**config.mk**
```make
export PLATFORM = sky130hd
export DESIGN_NAME = circular_bist_top_flat
export DESIGN_NICKNAME = d
export VERILOG_FILES = /design/src/rtl/circular_bist_pkg.sv /design/src/rtl/circular_bist_if.sv /design/src/rtl/cbist_rr_arbiter.sv /design/src/rtl/circular_bist.sv /design/src/flat_wrapper.sv
export SDC_FILE = /design/constraint.sdc
export NUM_CORES = 1
export LEC_CHECK = 0
export ABC_AREA = 1
export BUFFER_PORTS_ARGS = -buffer_cell sky130_fd_sc_hd__buf_2
export CAP_MARGIN = 20
export CORE_MARGIN = 2
export CORE_UTILIZATION = 45
export DETAILED_ROUTE_END_ITERATION = 8
export GPL_ROUTABILITY_DRIVEN = 0
export MAX_ROUTING_LAYER = met4
export PLACE_DENSITY = 0.71
export SLEW_MARGIN = 5
export SYNTH_ARGS = -nofsm -noshare
export SYNTH_HDL_FRONTEND = slang
export SYNTH_HIERARCHICAL = 1
export SYNTH_SLANG_ARGS = --single-unit
```
**constraint.sdc**
```tcl
create_clock -name clock -period 3.2 [get_ports clock]
set_input_delay 0 -clock clock [delete_from_list [all_inputs] [get_ports clock]]
set_output_delay 0 -clock clock [all_outputs]
set_load 0.02 [all_outputs]
```
**src/rtl/circular_bist_pkg.sv**
```systemverilog
// ---------------------------------------------------------------------------
// circular_bist_pkg
//  Shared definitions for the circular-BIST wrapped round-robin arbiter:
//   - controller state encoding and register-bank operating modes
//   - circular BIST register (CBR) width and cell-field positions
//   - rr_pick(): round-robin winner selection, shared by the mission-mode
//     next-state logic and the self-test excitation
// ---------------------------------------------------------------------------
package circular_bist_pkg;

    localparam int CBR_W    = 16;
    localparam int FIELD_W  = 4;
    localparam int REQ_LSB  = 0;   // [3:0]   registered requests
    localparam int GNT_LSB  = 4;   // [7:4]   grant register
    localparam int LAST_LSB = 8;   // [11:8]  last_granted register
    localparam int PAD_LSB  = 12;  // [15:12] pad cells, functional next-state 0

    typedef enum logic [1:0] {
        ST_IDLE,
        ST_INIT,
        ST_TEST,
        ST_DONE
    } bist_state_e;

    // How the register bank updates on the next clock.
    typedef enum logic [1:0] {
        MODE_MISSION,  // normal arbitration
        MODE_LOAD,     // load the BIST seed
        MODE_TEST,     // circular self-excitation
        MODE_HOLD      // freeze contents
    } cbr_mode_e;

    // Search starts one position above the highest set bit of last, wrapping
    // 3 -> 0. An all-zero last (post reset) starts the search at request1.
    // In self-test last can hold any pattern, so the rule is defined for all
    // 16 values, not just one-hot ones.
    function automatic logic [FIELD_W-1:0] rr_pick(
        input logic [FIELD_W-1:0] req,
        input logic [FIELD_W-1:0] last
    );
        logic [1:0]         start;
        logic [1:0]         idx;
        logic [FIELD_W-1:0] win;
        start = 2'd0;
        for (int i = 0; i < FIELD_W; i++) begin
            if (last[i]) start = 2'(i + 1);
        end
        win = '0;
        // Walk from the farthest offset down so the nearest active request wins.
        for (int k = FIELD_W - 1; k >= 0; k--) begin
            idx = start + 2'(k);
            if (req[idx]) win = 4'b0001 << idx;
        end
        return win;
    endfunction

endpackage

```
**src/rtl/circular_bist_if.sv**
```systemverilog
// ---------------------------------------------------------------------------
// circular_bist_if
//  Functional and production-test signals of circular_bist_top.
//   request1..4   requests, request1 = index 0
//   grant_o       one-hot grant, bit0 = request1
//   bist_start    rising edge starts a BIST run
//   bist_end      run complete, held until reset or next start
//   signature_out final CBR contents, valid while bist_end = 1
//   pass_fail     signature_out == golden signature, valid while bist_end = 1
//  master: drives requests and bist_start (test equipment / system side)
//  slave:  the BIST-wrapped arbiter
// ---------------------------------------------------------------------------
interface circular_bist_if;
    import circular_bist_pkg::*;

    logic               request1;
    logic               request2;
    logic               request3;
    logic               request4;
    logic [FIELD_W-1:0] grant_o;
    logic               bist_start;
    logic               bist_end;
    logic [CBR_W-1:0]   signature_out;
    logic               pass_fail;

    modport master (
        output request1, request2, request3, request4, bist_start,
        input  grant_o, bist_end, signature_out, pass_fail
    );

    modport slave (
        input  request1, request2, request3, request4, bist_start,
        output grant_o, bist_end, signature_out, pass_fail
    );

endinterface

```
**src/rtl/cbist_rr_arbiter.sv**
```systemverilog
// ---------------------------------------------------------------------------
// cbist_rr_arbiter
//  4-input round-robin arbiter whose 16 flip-flops double as the circular
//  BIST register. Cell map: [3:0] req_q, [7:4] grant, [11:8] last_granted,
//  [15:12] pad.
//  Ports:
//   clock, reset  rising-edge clock, asynchronous active-high reset
//   mode          bank update mode (mission / load seed / test / hold)
//   req           external requests, bit0 = request1 (ignored outside mission)
//   seed          value loaded in MODE_LOAD
//   cbr           current register contents
//   cbr_next      contents after the coming clock edge
// ---------------------------------------------------------------------------
module cbist_rr_arbiter
    import circular_bist_pkg::*;
(
    input  logic                 clock,
    input  logic                 reset,
    input  cbr_mode_e            mode,
    input  logic [FIELD_W-1:0]   req,
    input  logic [CBR_W-1:0]     seed,
    output logic [CBR_W-1:0]     cbr,
    output logic [CBR_W-1:0]     cbr_next
);

    logic [CBR_W-1:0]   func;
    logic [FIELD_W-1:0] pick;

    // Functional next-state of every cell, computed from the bank itself.
    // The request cells take 0 here; mission mode substitutes the real inputs.
    always_comb begin
        // NOTE: every always_comb output gets a default first so no path can
        // leave it unassigned and infer a latch.
        func = '0;
        pick = rr_pick(cbr[REQ_LSB +: FIELD_W], cbr[LAST_LSB +: FIELD_W]);
        func[GNT_LSB +: FIELD_W]  = pick;
        func[LAST_LSB +: FIELD_W] = (pick != '0) ? pick : cbr[LAST_LSB +: FIELD_W];
    end

    always_comb begin
        cbr_next = cbr;
        unique case (mode)
            MODE_MISSION: begin
                cbr_next = func;
                cbr_next[REQ_LSB +: FIELD_W] = req;
            end
            MODE_LOAD: cbr_next = seed;
            // Cell i takes f_i XOR q[i-1]; cell 0 closes the ring from cell 15.
            MODE_TEST: cbr_next = func ^ {cbr[CBR_W-2:0], cbr[CBR_W-1]};
            MODE_HOLD: cbr_next = cbr;
            default:   cbr_next = cbr;
        endcase
    end

    always_ff @(posedge clock or posedge reset) begin
        // NOTE: sequential state uses non-blocking assignments so every
        // register samples values from before the edge.
        if (reset) cbr <= '0;
        else       cbr <= cbr_next;
    end

endmodule

```
**src/rtl/circular_bist.sv**
```systemverilog
// ---------------------------------------------------------------------------
// circular_bist_top
//  Round-robin arbiter (CUT) wrapped with circular self-test. In mission mode
//  request1..4 are arbitrated onto a one-hot grant with 2-clock latency. A
//  rising edge on bist_start turns the CUT registers into a 16-bit circular
//  BIST register, seeds it, runs BIST_CYCLES clocks and reports the final
//  contents and a golden-signature compare.
//  Ports:
//   clock  rising-edge system clock
//   reset  asynchronous active-high, clears all state
//   bus    circular_bist_if.slave (requests, grant, BIST start/end/result)
//  Parameters:
//   BIST_CYCLES  test clocks after seeding
//   INIT_SEED    CBR seed
//   GOLDEN_SIG   characterised fault-free signature
// ---------------------------------------------------------------------------
module circular_bist_top
    import circular_bist_pkg::*;
#(
    parameter int               BIST_CYCLES = 255,
    parameter logic [CBR_W-1:0] INIT_SEED   = 16'hFFFF,
    parameter logic [CBR_W-1:0] GOLDEN_SIG  = 16'h0000
)(
    input  logic             clock,
    input  logic             reset,
    circular_bist_if.slave   bus
);

    localparam int CNT_W = (BIST_CYCLES > 1) ? $clog2(BIST_CYCLES) : 1;
    localparam logic [CNT_W-1:0] CNT_LAST = CNT_W'(BIST_CYCLES - 1);

    bist_state_e       state;
    cbr_mode_e         mode;
    logic              start_q;
    logic              start_qq;
    logic              start_edge;
    logic [CNT_W-1:0]  cycle_cnt;
    logic              bist_end_q;
    logic              pass_fail_q;
    logic [CBR_W-1:0]  signature_q;
    logic [CBR_W-1:0]  cbr;
    logic [CBR_W-1:0]  cbr_next;

    cbist_rr_arbiter u_arb (
        .clock    (clock),
        .reset    (reset),
        .mode     (mode),
        .req      ({bus.request4, bus.request3, bus.request2, bus.request1}),
        .seed     (INIT_SEED),
        .cbr      (cbr),
        .cbr_next (cbr_next)
    );

    // Edge of the registered start, so a level held high starts one run only.
    assign start_edge = start_q & ~start_qq;

    always_comb begin
        mode = MODE_HOLD;
        unique case (state)
            ST_IDLE: mode = MODE_MISSION;
            ST_INIT: mode = MODE_LOAD;
            ST_TEST: mode = MODE_TEST;
            ST_DONE: mode = MODE_HOLD;
            default: mode = MODE_HOLD;
        endcase
    end

    always_ff @(posedge clock or posedge reset) begin
        if (reset) begin
            state       <= ST_IDLE;
            start_q     <= 1'b0;
            start_qq    <= 1'b0;
            cycle_cnt   <= '0;
            bist_end_q  <= 1'b0;
            pass_fail_q <= 1'b0;
            signature_q <= '0;
        end else begin
            start_q  <= bus.bist_start;
            start_qq <= start_q;
            unique case (state)
                ST_IDLE: begin
                    if (start_edge) state <= ST_INIT;
                end
                ST_INIT: begin
                    cycle_cnt  <= '0;
                    bist_end_q <= 1'b0;
                    state      <= ST_TEST;
                end
                ST_TEST: begin
                    // Start edges are ignored here. The last test clock also
                    // captures the result, so the signature is the CBR after
                    // exactly BIST_CYCLES steps.
                    if (cycle_cnt == CNT_LAST) begin
                        signature_q <= cbr_next;
                        pass_fail_q <= (cbr_next == GOLDEN_SIG);
                        bist_end_q  <= 1'b1;
                        state       <= ST_DONE;
                    end else begin
                        cycle_cnt <= cycle_cnt + 1'b1;
                    end
                end
                ST_DONE: begin
                    if (start_edge) state <= ST_INIT;
                end
                default: state <= ST_IDLE;
            endcase
        end
    end

    // The grant register carries test patterns outside IDLE, so it is masked.
    assign bus.grant_o       = (state == ST_IDLE) ? cbr[GNT_LSB +: FIELD_W] : '0;
    assign bus.bist_end      = bist_end_q;
    assign bus.signature_out = signature_q;
    assign bus.pass_fail     = pass_fail_q;

endmodule

```
**src/flat_wrapper.sv**
```systemverilog
// flat-port wrapper written by rule: the top's interface ports become plain ports
module circular_bist_top_flat import circular_bist_pkg::*;
#(
    parameter int               BIST_CYCLES = 255,
    parameter logic [CBR_W-1:0] INIT_SEED   = 16'hFFFF,
    parameter logic [CBR_W-1:0] GOLDEN_SIG  = 16'h0000
)
  (clock, reset, bus_request1, bus_request2, bus_request3, bus_request4, bus_bist_start, bus_grant_o, bus_bist_end, bus_signature_out, bus_pass_fail);
  circular_bist_if bus_i ();
  input  logic clock;
  input  logic reset;
  input wire logic [$bits(bus_i.request1)-1:0] bus_request1;
  input wire logic [$bits(bus_i.request2)-1:0] bus_request2;
  input wire logic [$bits(bus_i.request3)-1:0] bus_request3;
  input wire logic [$bits(bus_i.request4)-1:0] bus_request4;
  input wire logic [$bits(bus_i.bist_start)-1:0] bus_bist_start;
  output wire logic [$bits(bus_i.grant_o)-1:0] bus_grant_o;
  output wire logic [$bits(bus_i.bist_end)-1:0] bus_bist_end;
  output wire logic [$bits(bus_i.signature_out)-1:0] bus_signature_out;
  output wire logic [$bits(bus_i.pass_fail)-1:0] bus_pass_fail;
  assign bus_i.request1 = bus_request1;
  assign bus_i.request2 = bus_request2;
  assign bus_i.request3 = bus_request3;
  assign bus_i.request4 = bus_request4;
  assign bus_i.bist_start = bus_bist_start;
  assign bus_grant_o = bus_i.grant_o;
  assign bus_bist_end = bus_i.bist_end;
  assign bus_signature_out = bus_i.signature_out;
  assign bus_pass_fail = bus_i.pass_fail;
  circular_bist_top #(.BIST_CYCLES(BIST_CYCLES), .INIT_SEED(INIT_SEED), .GOLDEN_SIG(GOLDEN_SIG)) u_core (.clock(clock), .reset(reset), .bus(bus_i));
endmodule
```
Yosys cells after proc, flatten, opt, wreduce, memory -nomap -nowiden
Cells that the tools add are included.
W data, S select, Z words.
Cells by class
  add/sub/neg operators: 4
  eq/ne operators: 10
  reductions and logical operators: 10
  magnitude comparators: 4
  muxes and demuxes: 27
  bitwise operators: 3
  shifts and indexed selects: 4
Operator list (number)
  $pmux W16 S4: 1
  $mux W4: 6
  $logic_not A16 Y1: 1
  $pmux W8 S2: 1
  $shl A1 B2 Y4 const A: 4
  $xor A12 B16 Y16: 1
  $lt A2 B3 Y1 const B: 4
  $mux W2: 5
  $add A8 B1 Y8 const B: 1
  $bmux W1 S2: 4
  $eq A2 B2 Y1 const B: 4
  $eq A8 B8 Y1 const B: 1
  $mux W8: 1
  $pmux W2 S4: 1
  $reduce_and A2 Y1: 4
  $mux W1: 6
  $pmux W2 S3: 1
  $add A2 B2 Y2 const B: 2
  $eq A2 B1 Y1 const B: 2
  $logic_not A2 Y1: 2
  $ne A2 B1 Y1 const B: 2
  $reduce_bool A4 Y1: 1
  $add A2 B1 Y2 const B: 1
  $ne A2 B2 Y1 const B: 1
  5 further kinds: 5
Word-level totals
  output and inout bits: 22
  register bits: 46
  input bits: 7
  logic and storage cells: 70

Depth between registers and ports, before layout
  word-level depth: 16
  depth in mapped cells: 24

Hierarchy
Netlist, hierarchy kept.
By module, submodules not included
  circular_bist_top: area an instance 1545.2 µm², times used 1, cells an instance 182, seq. area each 750.7 µm²
  cbist_rr_arbiter: area an instance 1471.4 µm², times used 1, cells an instance 207, seq. area each 400.4 µm²

Worst setup path after synthesis
Ideal clock, no wire load.
  kind: register to register
  from: reg u_core.u_arb.cbr[10]
  to: reg u_core.pass_fail_q (netlist: u_core/bus.pass_fail)
  data required time: 3135 ps
  stages on the path, launching flop included: 20
  data arrival time: 2628 ps
  path slack: 508 ps
  library setup time: 65 ps
  clock period less this slack: 2692 ps
  path through: dfrtp_1 > inv_2 > a21oi_2 > inv_2 > ha_1 > inv_1 > nand3_2 > nand2_4 > nand2_1 > inv_2 > nand2_2 > a21oi_4 > xnor2_1 > o21ai_0 > a21oi_1 > o21ai_0 > nor2_1 > nand4_1 > nand3b_1 > nand2_1
RTL lines
  from (decl): line cbist_rr_arbiter.sv:22  | output logic [CBR_W-1:0] cbr,
  from (signal assigned): line cbist_rr_arbiter.sv:59  | else cbr <= cbr_next;
  $mux W2 (*) (2 in a row): line circular_bist_pkg.sv:46  | if (last[i]) start = 2'(i + 1);
  $add A2 B2 Y2: line circular_bist_pkg.sv:51  | idx = start + 2'(k);
  $bmux W1 S2: line circular_bist_pkg.sv:52  | if (req[idx]) win = 4'b0001 << idx;
  $mux W1 (implied by the code): line circular_bist_pkg.sv:52
  $mux W4 (3 in a row): line circular_bist_pkg.sv:52
  $mux W4 (*): line circular_bist_pkg.sv:52
  $xor A12 B16 Y16: line cbist_rr_arbiter.sv:49  | MODE_TEST: cbr_next = func ^ {cbr[CBR_W-2:0], cbr[CBR_W-1]};
  $pmux W16 S4 (*): line cbist_rr_arbiter.sv:42  | unique case (mode)
  named net u_core.cbr_next[5]: line circular_bist.sv:42  | logic [CBR_W-1:0] cbr_next;
  $logic_not A16 Y1 (*): line circular_bist.sv:95  | pass_fail_q <= (cbr_next == GOLDEN_SIG);
  to (signal assigned): line circular_bist.sv:95
  to (decl): line circular_bist.sv:39  | logic pass_fail_q;
The timed path passes the listed nets; every way through them passes the cells marked *. The select of a mux whose other input is x is not followed.
A chain may end at the register's enable or synchronous reset.

Final worst setup path
Same ends and word-level chain as after synthesis.

==> impl_summary.log <==
[metrics] run status: finished, final reports clean
[metrics] initial antenna violation count: 0
[metrics] half-perimeter wire length after placement: 5072 µm
[metrics] overall global routing resource usage: 20.05%
[metrics] Die Outline Area: 7375 µm²
[metrics] post-route clock period utilization: 91.05%
[metrics] maxcap violations: 0
[metrics] first-pass GRT wire length: 11590 µm
[metrics] ant diodes: 0
[metrics] mean cell area of the mapped netlist: 7.755 µm²
[metrics] class of the most critical setup path: flip-flop to flip-flop
[metrics] total setup violations reported at the end of the flow: 0
[metrics] flip-flop and latch count after synthesis: 46
[metrics] cell depth of the worst hold path: 3
[metrics] total via count after detailed routing: 2641
[metrics] total I/O pin count: 29
[metrics] number of rows created at floorplan: 29
[metrics] critical path capture point type: flip-flop
[metrics] highest clock frequency the design can meet: 343.2 MHz
[metrics] Worst path slowest cell: sky130_fd_sc_hd__dfrtp_1
[metrics] die outline width: 85.88 µm
[metrics] HP Start: bus_request4
[metrics] TNS Setup: 0 ns
[metrics] cell-by-cell listing of the critical path: inv_2, a21oi_2, inv_2, ha_1, inv_1, nand3_2, nand2_4, nand2_1, inv_2, nand2_2, a21oi_4, xnor2_1, o21ai_0, a21oi_1, o21ai_1, nor2_1, nand4_1, nand3b_1, nand2_1
[metrics] simple-gate share of the synthesized area: 34.14%
[metrics] commonest cells after routing, fill and taps aside: sky130_fd_sc_hd__nand2_1, sky130_fd_sc_hd__inv_1, sky130_fd_sc_hd__dfrtp_1, sky130_fd_sc_hd__nand3_1, sky130_fd_sc_hd__buf_2
[metrics] H-Tree Depth: 2
[metrics] final routed wire length divided by cell count: 12.91 µm
[metrics] post-synthesis share of cell area spent on xor and xnor gates: 1.452%
[metrics] First DRT Iteration DRCs: 147
[metrics] Final Hold Viols: 0
[metrics] worst r2r src: u_core/u_arb/cbr[10]
[metrics] critical path required time: 3.44 ns
[metrics] skew final: 0.004579 ns
[metrics] root buffer cell: sky130_fd_sc_hd__clkbuf_8
[metrics] Worst R2R End: u_core/bus.pass_fail
[metrics] total iterations of the first detailed-routing run: 4
[metrics] dominant delay contributor by cell family on the critical path: simple AND/OR/NAND/NOR gates
[metrics] kind of path behind the tightest hold check: primary input to flip-flop
[metrics] dominant combinational cell family by area after synthesis: simple AND/OR/NAND/NOR gates
[metrics] vias per cell: 5.069
[metrics] crit path launch type: flip-flop
[metrics] Worst Reg2Reg Path Length in Cells: 19
[metrics] Max-Slew Margin vs Limit: 35.41%
[metrics] Post-Synth Adder-Cell Area: 6.221%
[metrics] number of fill cells in the layout: 592
[metrics] max-slew violation count: 0
[metrics] wirelength, routed: 6727 µm
[metrics] fraction of layout instances using a drive strength above 1: 21.40%
[metrics] compound-cell area share of the yosys netlist: 11.24%
[metrics] TritonCTS clock tree: built
[metrics] reg-to-reg slack, setup: 0.29 ns
[metrics] area inside the core boundary: 6422 µm²
[metrics] layout net count: 465
[metrics] remaining routing DRC violations: 0
[metrics] most common cell type on the critical path: sky130_fd_sc_hd__inv_2
[metrics] combined buffer and inverter count along the critical path: 4
[metrics] largest stage delay on the critical path: 0.41 ns
[metrics] clock edge transition at the registers on the reported setup and hold paths: 0.08 ns
[metrics] clock latency reported for the late side of the worst-skew pair: 0.29 ns
[metrics] post-synthesis mux area share: 0%
[metrics] total CTS buffers: 5
[metrics] die height: 85.88 µm
[metrics] Post-DRT Antenna Nets: 0
[metrics] most common cell after layout, fill and taps aside: sky130_fd_sc_hd__nand2_1
[metrics] maximum number of buffers from clock root to sink: 2
[metrics] grt total ovfl: 0
[metrics] hold worst-path end: u_core/u_arb/cbr[3]
[metrics] peak fanout along the critical path: 6
[metrics] shortest clock period the worst path allows after layout: 2.914 ns
[metrics] unrepaired setup endpoints after global routing: false
[metrics] transition time at the pin with the least slew margin: 0.9653 ns
[metrics] sequential area share after synthesis: 38.16%
[metrics] worst slack on hold paths: 0.05723 ns
[metrics] PortBufs: 28
[metrics] number of distinct library cells after synthesis: 34
[metrics] initial cell density of the core: 46.97%
[metrics] synthesized cell area: 3017 µm²
[metrics] worst endpoint data arrival time: 3.15 ns
[metrics] TritonCTS Sinks: 46
[metrics] Synth Warn #: 6
[metrics] via count of the first global-routing pass: 2583
[metrics] largest net degree at the start of global routing: 31
[metrics] Post-Syn Instances: 389
[metrics] area growth from synthesis to final layout: 14.64%
==> worst reg2reg max path: stages, from the launching register on <==
cell and delay [ns]:
sky130_fd_sc_hd__dfrtp_1 0.41, sky130_fd_sc_hd__inv_2 0.09, sky130_fd_sc_hd__a21oi_2 0.16, sky130_fd_sc_hd__inv_2 0.10, sky130_fd_sc_hd__ha_1 0.35, sky130_fd_sc_hd__inv_1 0.10, sky130_fd_sc_hd__nand3_2 0.12, sky130_fd_sc_hd__nand2_4 0.12
sky130_fd_sc_hd__nand2_1 0.07, sky130_fd_sc_hd__inv_2 0.05, sky130_fd_sc_hd__nand2_2 0.05, sky130_fd_sc_hd__a21oi_4 0.20, sky130_fd_sc_hd__xnor2_1 0.15, sky130_fd_sc_hd__o21ai_0 0.10, sky130_fd_sc_hd__a21oi_1 0.12, sky130_fd_sc_hd__o21ai_1 0.13
sky130_fd_sc_hd__nor2_1 0.14, sky130_fd_sc_hd__nand4_1 0.14, sky130_fd_sc_hd__nand3b_1 0.18, sky130_fd_sc_hd__nand2_1 0.07
==> per-layer routing <==
| metal | GRT usage [%] | part of all wire [%] | wire length [µm] | up-vias |
|---|---|---|---|---|
| li1 | - | - | - | 1339 |
| met1 | 27.13 | 49 | 3299 | 1242 |
| met2 | 31.78 | 46 | 3117 | 53 |
| met3 | 2.021 | 3.5 | 237 | 7 |
| met4 | 6.494 | 1.1 | 72 | 0 |
| met5 | - | 0 | 0 | - |
==> what timing repair did <==
| action | 4_1_cts | 5_1_grt |
|---|---|---|
| hold buffers | 5 | 0 |
| setup endpoints to repair | 0 | 1 |
| hold endpoints to repair | 50 | 0 |
| setup buffers | 0 | 2 |
| gates resized for setup | 0 | 2 |
==> worst max path at each step <==
stage                     depth (start not counted)  slack [ns]                    to            startpoint
after floorplan                                  19        0.51  u_core/bus.pass_fail  u_core/u_arb/cbr[10]
after global placement                           19        0.34  u_core/bus.pass_fail  u_core/u_arb/cbr[10]
after detailed placement                         19        0.25  u_core/bus.pass_fail  u_core/u_arb/cbr[10]
after CTS                                        19        0.23  u_core/bus.pass_fail  u_core/u_arb/cbr[10]
after global routing                             20        0.04  u_core/bus.pass_fail  u_core/u_arb/cbr[10]
final                                            19        0.29  u_core/bus.pass_fail  u_core/u_arb/cbr[10]
==> logic make-up after synthesis <==
kind of cell    Yosys count
simple gates            215
buf+inv                  62
flops                    46
compound gates           45
fa+ha+maj                15
xor+xnor                  5
other cells               1
==> flip-flops by register name, indices dropped and copies added (netlist names) <==
signal / cells
u_core/bus.signature_out: 16
u_core/state: 2
u_core/start_qq: 1
u_core/u_arb/cbr: 16
u_core/bus.bist_end: 1
u_core/bus.pass_fail: 1
u_core/cycle_cnt: 8
u_core/start_q: 1
==> cell type report <==
class	count	area, µm²	share of cell area [%]
multi-input combinational	296	1660	48.01
sequential	46	1151	33.28
timing repair buffer	39	235.2	6.802
inverter	55	206.4	5.970
tap	77	96.34	2.786
clock buffer	5	68.82	1.990
clock inverter	3	40.04	1.158
==> cells in the mapped netlist <==
library cell                count  share of area [%]
sky130_fd_sc_hd__nor2_4         3                1.1
sky130_fd_sc_hd__o2111ai_1      1               0.29
sky130_fd_sc_hd__a21oi_1        4               0.66
sky130_fd_sc_hd__nand3_2        9                3.0
sky130_fd_sc_hd__nand2_2       13                2.7
sky130_fd_sc_hd__inv_1         48                6.0
sky130_fd_sc_hd__conb_1         1               0.12
sky130_fd_sc_hd__ha_1          15                6.2
sky130_fd_sc_hd__nand2_1      118                 15
sky130_fd_sc_hd__o21ai_0        6                1.0
sky130_fd_sc_hd__nand3b_1       3               0.75
sky130_fd_sc_hd__o22ai_1        1               0.21
sky130_fd_sc_hd__a21oi_4        2                1.1
sky130_fd_sc_hd__o21ai_1        6                1.0
sky130_fd_sc_hd__o21ai_2        8                2.3
sky130_fd_sc_hd__xor2_1         2               0.58
sky130_fd_sc_hd__nand3_1       35                5.8
sky130_fd_sc_hd__a22oi_1        1               0.25
sky130_fd_sc_hd__buf_6          2               0.75
sky130_fd_sc_hd__nand4_1        7                1.5
sky130_fd_sc_hd__o211ai_1       3               0.75
sky130_fd_sc_hd__a21oi_2        6                1.7
sky130_fd_sc_hd__nor2_1        21                2.6
sky130_fd_sc_hd__clkbuf_8       1               0.46
sky130_fd_sc_hd__clkbuf_1       3               0.37
sky130_fd_sc_hd__dfrtp_1       46                 38
sky130_fd_sc_hd__nand2_4        5                1.9
sky130_fd_sc_hd__xnor2_1        3               0.87
sky130_fd_sc_hd__inv_2          7               0.87
sky130_fd_sc_hd__nor3_1         1               0.17
sky130_fd_sc_hd__o21bai_1       1               0.25
sky130_fd_sc_hd__buf_4          1               0.25
sky130_fd_sc_hd__o21a_1         1               0.25
sky130_fd_sc_hd__a221oi_1       5                1.5
==> metrics by stage <==
stage | util, % | cells | instance area (µm²) | worst slack (ns)
3_3_place_gp | 51.14 | 506 | 3284 | 0.3351
2_1_floorplan | - | 404 | 3073 | 0.5076
3_5_place_dp | 51.14 | 506 | 3284 | 0.2465
4_1_cts | 53.61 | 519 | 3443 | 0.2283
5_1_grt | 53.85 | 521 | 3458 | 0.03957
6_report | 53.85 | 521 | 3458 | 0.2863
Power is left out: the tool's default activity adds up to more than one toggle a clock period on the data nets, which glitch-free logic cannot reach.
